$ cat src/rtl/lab2_proc_pkg.sv
// rtl/lab2_proc_pkg.sv - shared types and helpers for the lab2 processor
package lab2_proc_pkg;

  typedef enum logic [2:0] {
    IMM_I = 3'd0,
    IMM_S = 3'd1,
    IMM_B = 3'd2,
    IMM_U = 3'd3,
    IMM_J = 3'd4
  } imm_type_t;

  typedef struct packed {
    logic [31:0] pc;
    logic [31:0] inst;
  } fetch_entry_t;

  // Counters must hold the full range 0..depth inclusive
  function automatic int cnt_width(input int depth);
    return $clog2(depth + 1);
  endfunction

endpackage

$ cat src/rtl/lab2_proc_fetch_queue.sv
// rtl/lab2_proc_fetch_queue.sv - circular FIFO with registered head and synchronous flush
module lab2_proc_fetch_queue
  import lab2_proc_pkg::*;
#(
  parameter int p_width = 32,
  parameter int p_depth = 2,
  localparam int c_cnt_w = cnt_width(p_depth)
) (
  input  logic               clk,
  input  logic               reset,
  input  logic               flush,
  input  logic               enq_val,
  input  logic [p_width-1:0] enq_data,
  input  logic               deq_en,
  output logic [p_width-1:0] head_data,
  output logic [c_cnt_w-1:0] count
);

  localparam int c_ptr_w = $clog2(p_depth);

  logic [p_width-1:0] mem [p_depth];
  logic [c_ptr_w-1:0] head;
  logic [c_ptr_w-1:0] tail;
  logic [c_ptr_w-1:0] head_nxt;
  logic [p_width-1:0] head_q;

  assign head_nxt  = head + c_ptr_w'(1);
  assign head_data = head_q;

  always_ff @(posedge clk) begin
    if (!flush && enq_val)
      mem[tail] <= enq_data;
  end

  // head_q shadows mem[head] so the output comes straight off a flop
  always_ff @(posedge clk) begin
    if (reset) begin
      head   <= '0;
      tail   <= '0;
      count  <= '0;
      head_q <= '0;
    end else if (flush) begin
      head  <= '0;
      tail  <= '0;
      count <= '0;
    end else begin
      if (enq_val)
        tail <= tail + c_ptr_w'(1);
      if (deq_en)
        head <= head_nxt;
      count <= count + c_cnt_w'(enq_val) - c_cnt_w'(deq_en);
      if (deq_en) begin
        if (count > c_cnt_w'(1))
          head_q <= mem[head_nxt];
        else if (enq_val)
          head_q <= enq_data;
      end else if (count == '0 && enq_val) begin
        head_q <= enq_data;
      end
    end
  end

endmodule

$ cat src/rtl/lab2_proc_fetch_buffer.sv
// rtl/lab2_proc_fetch_buffer.sv - F/D decoupling buffer pairing imem responses with request PCs
module lab2_proc_fetch_buffer
  import lab2_proc_pkg::*;
#(
  parameter int p_num_entries = 2
) (
  input  logic        clk,
  input  logic        reset,
  input  logic        req_fire,
  input  logic [31:0] req_pc,
  output logic        req_rdy,
  input  logic        resp_val,
  input  logic [31:0] resp_inst,
  input  logic        squash,
  output logic        deq_val,
  input  logic        deq_rdy,
  output logic [31:0] deq_pc,
  output logic [31:0] deq_inst
);

  localparam int c_cnt_w = cnt_width(p_num_entries);
  localparam logic [c_cnt_w:0] c_limit = (c_cnt_w + 1)'(p_num_entries);

  logic [c_cnt_w-1:0] count;
  logic [c_cnt_w-1:0] inflight;
  logic [c_cnt_w-1:0] drop;
  logic [31:0]        pc_head;
  fetch_entry_t       enq_entry;
  fetch_entry_t       head_entry;
  logic               resp_ok;
  logic               inst_enq;
  logic               deq_fire;

  // A response with nothing outstanding is ignored so no counter underflows
  assign resp_ok  = resp_val && (inflight != '0);
  assign inst_enq = resp_ok && (drop == '0) && !squash;

  assign enq_entry.pc   = pc_head;
  assign enq_entry.inst = resp_inst;

  assign req_rdy  = ({1'b0, count} + {1'b0, inflight}) < c_limit;
  assign deq_val  = (count != '0) && !squash;
  assign deq_fire = deq_val && deq_rdy;
  assign deq_pc   = head_entry.pc;
  assign deq_inst = head_entry.inst;

  // pc FIFO occupancy is exactly the number of outstanding requests
  lab2_proc_fetch_queue #(
    .p_width (32),
    .p_depth (p_num_entries)
  ) pc_fifo (
    .clk       (clk),
    .reset     (reset),
    .flush     (1'b0),
    .enq_val   (req_fire),
    .enq_data  (req_pc),
    .deq_en    (resp_ok),
    .head_data (pc_head),
    .count     (inflight)
  );

  lab2_proc_fetch_queue #(
    .p_width (64),
    .p_depth (p_num_entries)
  ) inst_queue (
    .clk       (clk),
    .reset     (reset),
    .flush     (squash),
    .enq_val   (inst_enq),
    .enq_data  (enq_entry),
    .deq_en    (deq_fire),
    .head_data (head_entry),
    .count     (count)
  );

  // Every request outstanding at squash time is stale; a same-cycle req_fire is not
  always_ff @(posedge clk) begin
    if (reset)
      drop <= '0;
    else if (squash)
      drop <= inflight - c_cnt_w'(resp_ok);
    else if (resp_ok && drop != '0)
      drop <= drop - c_cnt_w'(1);
  end

  always_ff @(posedge clk) begin
    if (!reset) begin
      assert (!(req_fire && !req_rdy))
        else $warning("protocol violation: req_fire without credit");
      assert (!(resp_val && inflight == '0))
        else $warning("protocol violation: resp_val with no request in flight");
    end
  end

endmodule

$ cat config.mk
export PLATFORM = sky130hd
export DESIGN_NAME = lab2_proc_fetch_buffer
export DESIGN_NICKNAME = d
export VERILOG_FILES = /design/src/rtl/lab2_proc_pkg.sv /design/src/rtl/lab2_proc_fetch_queue.sv /design/src/rtl/lab2_proc_fetch_buffer.sv
export SDC_FILE = /design/constraint.sdc
export NUM_CORES = 1
export LEC_CHECK = 0
export ABC_AREA = 1
export BUFFER_PORTS_ARGS = -buffer_cell sky130_fd_sc_hd__buf_2
export CAP_MARGIN = 20
export CORE_UTILIZATION = 30
export DETAILED_ROUTE_END_ITERATION = 8
export SLEW_MARGIN = 20
export SYNTH_ARGS = -nofsm -noshare
export SYNTH_HDL_FRONTEND = slang
export SYNTH_SLANG_ARGS = --single-unit
$ cat constraint.sdc
create_clock -name clk -period 8.66 [get_ports clk]
set_clock_uncertainty 0.1 [all_clocks]
set_input_delay 0.433 -clock clk [delete_from_list [all_inputs] [get_ports clk]]
set_output_delay 0.433 -clock clk [all_outputs]
set_load 0.02 [all_outputs]
---- Word-level counts from Yosys, hierarchy flattened ----
Memory sizes are Yosys's and may differ from the RTL's.
Index checks and enable logic that the tools add are counted.
operators by class
  reductions and logical operators ........ 22
  add/sub/neg operators ................... 11
  $lt $le $gt $ge ......................... 3
  bitwise operators ....................... 1
  equality and inequality tests ........... 2
  multiplexer cells ....................... 14
operators by type and width
  operator                                                    number
  two-way mux 64 bit                                          4
  two-way mux 32 bit                                          4
  nonzero test 2 bit                                          6
  logical AND 1 bit                                           9
  zero test 2 bit                                             3
  subtractor 2 x 1 -> 2 bit                                   3
  adder 1 bit, second input constant                          4
  adder 2 x 1 -> 2 bit                                        2
  > comparator 2 x 1 -> 1 bit, second input constant          2
  two-way mux 1 bit                                           4
  two-way mux 2 bit                                           2
  adder 2 x 2 -> 3 bit                                        1
  less-than comparator 3 x 2 -> 1 bit, second input constant  1
  != test 3 x 2 -> 1 bit, second input constant               1
  != test 3 bit, second input constant                        1
  AND reduction 3 bit                                         1
  AND reduction 2 bit                                         1
  OR reduction 2 bit                                          1
  subtractor 2 x 1 -> 2 bit, second input constant            1
  zero test 1 bit                                             1
  inverter 1 bit                                              1
word-level totals
  flip-flop bits (word level) ............. 106
  bits in writable memories ............... 192
  input port bits ......................... 70
  memories ................................ 2
memories
  name            words  bits a word  rd ports  clocked after memory_dff  wr ports  line                         RTL
  inst_queue.mem  2      64           1         0                         1         lab2_proc_fetch_queue.sv:21  logic [p_width-1:0] mem [p_depth];
  pc_fifo.mem     2      32           1         0                         1         lab2_proc_fetch_queue.sv:21

---- Logic depth before layout (Yosys ltp) ----
  word-level depth ........................ 7
  gate-level depth with buffers ........... 11
  mapped depth without buffers ............ 11

---- Hierarchy ----
From an unflattened synthesis, not the netlist that was laid out.
unflattened totals
  cell total of the unflattened synthesis .. 1616
  area, all modules ....................... 13210.2 µm²
modules (own cells, without submodules)
  module                              cells an instance  seq. area each (µm²)  times used  area each (µm²)
  lab2_proc_fetch_queue (inst_queue)  1041               5205.0                1           8592.0
  lab2_proc_fetch_queue (pc_fifo)     536                2642.5                1           4383.0
  lab2_proc_fetch_buffer              39                 40.0                  1           235.2

---- Worst setup path before layout ----
Ideal clock, no wire load.
  path kind ............................... register -> register
  from .................................... reg drop[0]
  to ...................................... mem inst_queue.mem[1][0], enable pin
  required time ........................... 8.072 ns
  stages on the path, launching flop included .. 7
  data arrival time ....................... 3.437 ns
  path buffers ............................ 0
  path slack .............................. 4.635 ns
  cell sequence ........................... dfxtp_1 -> inv_1 -> ha_1 -> inv_1 -> nor2_1 -> nand3_2 -> nor2_1
between the ends
  word-level cells in the longest chain between the ends .. 6
RTL lines
  element                                  line                          RTL
  start: declaration                       lab2_proc_fetch_buffer.sv:26  logic [c_cnt_w-1:0] drop;
  start signal: assignment                 lab2_proc_fetch_buffer.sv:81  drop <= inflight - c_cnt_w'(resp_ok);
  start signal: assignment                 lab2_proc_fetch_buffer.sv:83  drop <= drop - c_cnt_w'(1);
  zero test 2 bit                          lab2_proc_fetch_buffer.sv:36  assign inst_enq = resp_ok && (drop == '0) && !squash;
  logical AND 1 bit (2 in a row)           lab2_proc_fetch_buffer.sv:36
  logical AND 1 bit                        lab2_proc_fetch_queue.sv:31   if (!flush && enq_val)
  two-way mux 1 bit                        lab2_proc_fetch_queue.sv:31
  two-way mux 1 bit (not written as such)  lab2_proc_fetch_queue.sv:32   mem[tail] <= enq_data;
  end: declaration                         lab2_proc_fetch_queue.sv:21
Every way passes these cells.

---- Worst setup path in the final report ----
  from .................................... reg drop[0]
  to ...................................... reg inst_queue.head_q[45], in the netlist inst_queue.head_data[45]
between the ends
  word-level cells in the longest chain between the ends .. 6
RTL lines
  element                                 line                          RTL
  zero test 2 bit *                       lab2_proc_fetch_buffer.sv:36
  logical AND 1 bit * (2 in a row)        lab2_proc_fetch_buffer.sv:36
  logical AND 1 bit                       lab2_proc_fetch_queue.sv:57   end else if (count == '0 && enq_val) begin
  nonzero test 2 bit (no source line)     --
  AND reduction 3 bit (no source line) *  --
  end signal: assignment                  lab2_proc_fetch_queue.sv:54   head_q <= mem[head_nxt];
  end signal: assignment                  lab2_proc_fetch_queue.sv:56   head_q <= enq_data;
  end signal: assignment                  lab2_proc_fetch_queue.sv:58   head_q <= enq_data;
  end: declaration                        lab2_proc_fetch_queue.sv:25   logic [p_width-1:0] head_q;
Every way passes the cells marked *; elsewhere a longest branch is shown, timed or not.
A chain may end at the register's enable or synchronous reset.

==> flow_results.xml <==
<?xml version="1.0" encoding="UTF-8"?>
<metrics>
  <group name="synth">
    <metric name="synth_top_cells_by_area" unit="">edfxtp_1, nand2_1, dfxtp_1, nand3_1, a21oi_1</metric>
    <metric name="synth-edff-count" unit="">192</metric>
    <metric name="synth_most_common_cell" unit="">nand2_1</metric>
    <metric name="synth_seq_area_share" unit="%">64.1</metric>
    <metric name="synth-seq-cells" unit="">298</metric>
    <metric name="synthDominantCellAreaShare" unit="%">46.8</metric>
    <metric name="netlist-cell-type-count" unit="">23</metric>
    <metric name="syn_area" unit="µm²">12300</metric>
    <metric name="ys.warnings.count" unit="">0</metric>
    <metric name="synth_nets" unit="">1430</metric>
    <metric name="syn-mean-instance-area" unit="µm²">9.10</metric>
    <metric name="synth.largest_area_cell" unit="">edfxtp_1</metric>
    <metric name="synth-main-ff-cell" unit="">edfxtp_1</metric>
    <metric name="ys_top_cells_by_count" unit="">nand2_1, edfxtp_1, dfxtp_1</metric>
    <metric name="synth_cells" unit="">1353</metric>
    <metric name="synth_async_sr_flop_share" unit="%">0</metric>
  </group>
  <group name="place">
    <metric name="placement.setup.worst_slack" unit="ns">5.43</metric>
    <metric name="placement_stage_cell_area" unit="µm²">13400</metric>
    <metric name="routabilityCongestion" unit="">0.746</metric>
    <metric name="dp_hpwl" unit="mm">17.8</metric>
    <metric name="port_buffers" unit="">135</metric>
    <metric name="placed_cells" unit="">1952</metric>
  </group>
  <group name="min_path">
    <metric name="worst_hold_path_cell_count" unit="">2</metric>
    <metric name="min_path_type" unit="">in -&gt; reg</metric>
  </group>
  <group name="timing">
    <metric name="minimum_hold_slack" unit="ns">0.0694</metric>
    <metric name="portion_of_the_clock_cycle_consumed_by_the_worst_path_in_the_final_layout" unit="%">35.0</metric>
    <metric name="slew-limit-headroom" unit="%">32.2</metric>
    <metric name="worst_slew_pin_slew" unit="ns">1.01</metric>
    <metric name="maxSlewViolCount" unit="">0</metric>
    <metric name="report.final.setup_viol" unit="">0</metric>
    <metric name="finalHoldViolCount" unit="">0</metric>
    <metric name="final.setup.tns" unit="ns">0</metric>
    <metric name="postLayoutSetupSlackWorst" unit="ns">5.63</metric>
    <metric name="timing.final.crit_period" unit="ns">3.03</metric>
    <metric name="max_clock_freq" unit="MHz">330</metric>
    <metric name="grt_setup_unrepaired" unit="">false</metric>
  </group>
  <group name="global_route">
    <metric name="grt_remaining_overflow" unit="">0</metric>
    <metric name="gr-usage-all-layers" unit="%">14.0</metric>
    <metric name="initial_antenna_violation_count" unit="">1</metric>
    <metric name="first_global_vias" unit="">9102</metric>
    <metric name="first_pass_grt_wire_length" unit="mm">47.6</metric>
    <metric name="grt_start_max_net_pins" unit="">88</metric>
  </group>
  <group name="layout">
    <metric name="fillerInstances" unit="">4022</metric>
    <metric name="fraction_of_final_layout_cells_sized_beyond_drive_strength_1" unit="%">14.3</metric>
    <metric name="layoutNonFillerInstCount" unit="">2074</metric>
    <metric name="fin_util" unit="%">37.6</metric>
    <metric name="number_of_nets_in_the_finished_design" unit="">1601</metric>
    <metric name="synthToLayoutAreaGrowth" unit="%">22.4</metric>
    <metric name="design_area" unit="µm²">15100</metric>
  </group>
  <group name="routing">
    <metric name="route.detailed.drc" unit="">0</metric>
    <metric name="drt-wirelength-per-cell" unit="µm">14.2</metric>
    <metric name="num_vias" unit="">9139</metric>
    <metric name="ant_nets" unit="">0</metric>
    <metric name="routed_wirelength" unit="mm">29.4</metric>
    <metric name="drt_iter0_drc" unit="">533</metric>
    <metric name="vias_per_cell" unit="">4.41</metric>
    <metric name="detail_route.first_pass.iterations" unit="">4</metric>
  </group>
  <group name="floorplanning">
    <metric name="die_height" unit="µm">205</metric>
    <metric name="floorplan.die_area" unit="µm²">41800</metric>
    <metric name="num_rows" unit="">73</metric>
    <metric name="core_area" unit="µm²">40100</metric>
    <metric name="die_width" unit="µm">205</metric>
    <metric name="starting_density_of_the_core" unit="%">30.7</metric>
    <metric name="top_level_ports" unit="">136</metric>
  </group>
  <group name="critical_path">
    <metric name="crit_path_top_delay_cell" unit="">buf_4</metric>
    <metric name="worst-endpoint-arrival" unit="ns">3.32</metric>
    <metric name="timing.critical_path.required" unit="ns">8.95</metric>
    <metric name="crit_path_max_fanout" unit="">65</metric>
    <metric name="max_stage_delay" unit="ns">0.60</metric>
    <metric name="cp_cell_sequence" unit="">inv_1 -&gt; ha_1 -&gt; inv_1 -&gt; nor2_1 -&gt; nand3_2 -&gt; nand2_2 -&gt; buf_4 -&gt; nand2_2 -&gt; buf_4 -&gt; nand2_1 -&gt; a21oi_1</metric>
    <metric name="criticalPathCategory" unit="">reg -&gt; reg</metric>
    <metric name="critPathLaunchType" unit="">register</metric>
    <metric name="reg2regPathDepth" unit="">11</metric>
    <metric name="endpoint_kind" unit="">register</metric>
  </group>
  <group name="clock_tree">
    <metric name="numCtsBuffers" unit="">31</metric>
    <metric name="clock_tree.root_cell" unit="">clkbuf_16</metric>
    <metric name="path_clk_slew" unit="ns">0.06</metric>
    <metric name="tritoncts" unit="">built</metric>
    <metric name="clkSinkCount" unit="">298</metric>
    <metric name="insertion_delay" unit="ns">0.55</metric>
    <metric name="clockBufferDepth" unit="">3</metric>
    <metric name="htree_levels" unit="">1</metric>
  </group>
  <group name="power">
    <metric name="leakage" unit="nW">6.56</metric>
    <metric name="ir_drop" unit="V">0.000137</metric>
    <metric name="powerDensity" unit="nW/µm²">241</metric>
    <metric name="post-layout-total-power" unit="mW">3.63</metric>
  </group>
  <group name="job">
    <metric name="cap_viol_max_count" unit="">0</metric>
  </group>
  <group name="outcome">
    <metric name="status" unit="">finished, final reports clean</metric>
  </group>
</metrics>
power by group:
group,leakage [nW],switching [mW],internal (mW)
Combinational,3.40,0.358,0.182
Clock,0.528,0.532,0.810
Sequential,2.63,0.0795,1.67
repair_timing:
item                      in CTS  in global routing
hold buffers                  64                  0
hold endpoints to repair     128                  0
resized for setup              0                  0
buffers inserted               0                  0
final timing paths:
| kind | slack [ns] | from | end |
|---|---|---|---|
| worst max-delay path | 5.63 | drop[0] | inst_queue.head_data[45] |
| worst min register to register | 0.36 | inst_queue.head_data[13] | inst_queue.head_data[13] |
| worst min-delay path | 0.07 | reset | pc_fifo.count[0] |
| worst max register to register | 5.63 | drop[0] | inst_queue.head_data[45] |
placed cells by master, fill, tap and decap left out:
cell type      instances
clkbuf_8               8
a22oi_4                1
nor2_4                 2
nand2_1              651
buf_4                 17
a21oi_1               70
buf_2                134
xnor2_1                1
ha_1                   6
edfxtp_1             192
clkbuf_1               4
nor2_1                75
fa_1                   1
clkinv_2               9
nand2_2                4
dlygate4sd3_1         64
bufinv_16              3
or2_2                  2
nor3_1                 3
clkbuf_16             31
clkinv_1               2
nor2_2                 2
diode_2                1
nand3_2                2
xor2_1                 1
inv_1                 52
clkinv_4               1
dfxtp_2                1
o21ai_0                4
nand3_1               96
dfxtp_1              105
inv_2                  4
registers in the layout, indices dropped and copies added (netlist names):
signal	flops
inst_queue.tail	1
inst_queue.head	1
pc_fifo.head_data	32
pc_fifo.tail	1
inst_queue.head_data	64
drop	2
inst_queue.mem	128
inst_queue.count	2
pc_fifo.head	1
pc_fifo.count	2
pc_fifo.mem	64
metal layers:
metal	GRT usage (%)	routed length [µm]	share of wire, %	vias up
li1	-	-	-	4698
met1	18.0	13400	46	4218
met2	24.0	13900	47	177
met3	2.35	1400	4.8	46
met4	4.26	637	2.2	0
met5	0	0	0	-
final cells by class:
class                           instances  area (µm²)  share of cell area, %
Sequential cell                       298        7890                   52.4
Multi-Input combinational cell        921        3820                   25.3
Timing Repair Buffer                  215        1440                   9.55
Clock buffer                           43         901                   5.98
Tap cell                              525         657                   4.36
Inverter                               57         214                   1.42
Clock inverter                         14         148                  0.980
Antenna cell                            1        2.50                 0.0166
kinds of logic (layout without fill, tap and decap cells):
| family | count (synthesis) | in the layout | synth area share [%] |
|---|---|---|---|
| adders and majority gates | 7 | 7 | 0.772 |
| buffers and inverters | 134 | 329 | 5.14 |
| AOI/OAI and AO/OA | 75 | 75 | 3.18 |
| and+or+nand+nor | 837 | 837 | 26.7 |
| DFF | 298 | 298 | 64.1 |
| xor gates and xnor gates | 2 | 2 | 0.142 |
| other | 0 | 1 | 0 |
critical path, delay by kind of cell (launching register included):
kind | cells | cell delay (ns)
DFF | 1 | 0.31
and+or+nand+nor | 5 | 1.03
adders and majority gates | 1 | 0.15
buffers and inverters | 4 | 1.16
AOI/OAI and AO/OA | 1 | 0.07
Note: power is estimated with default switching activity, not from simulation.
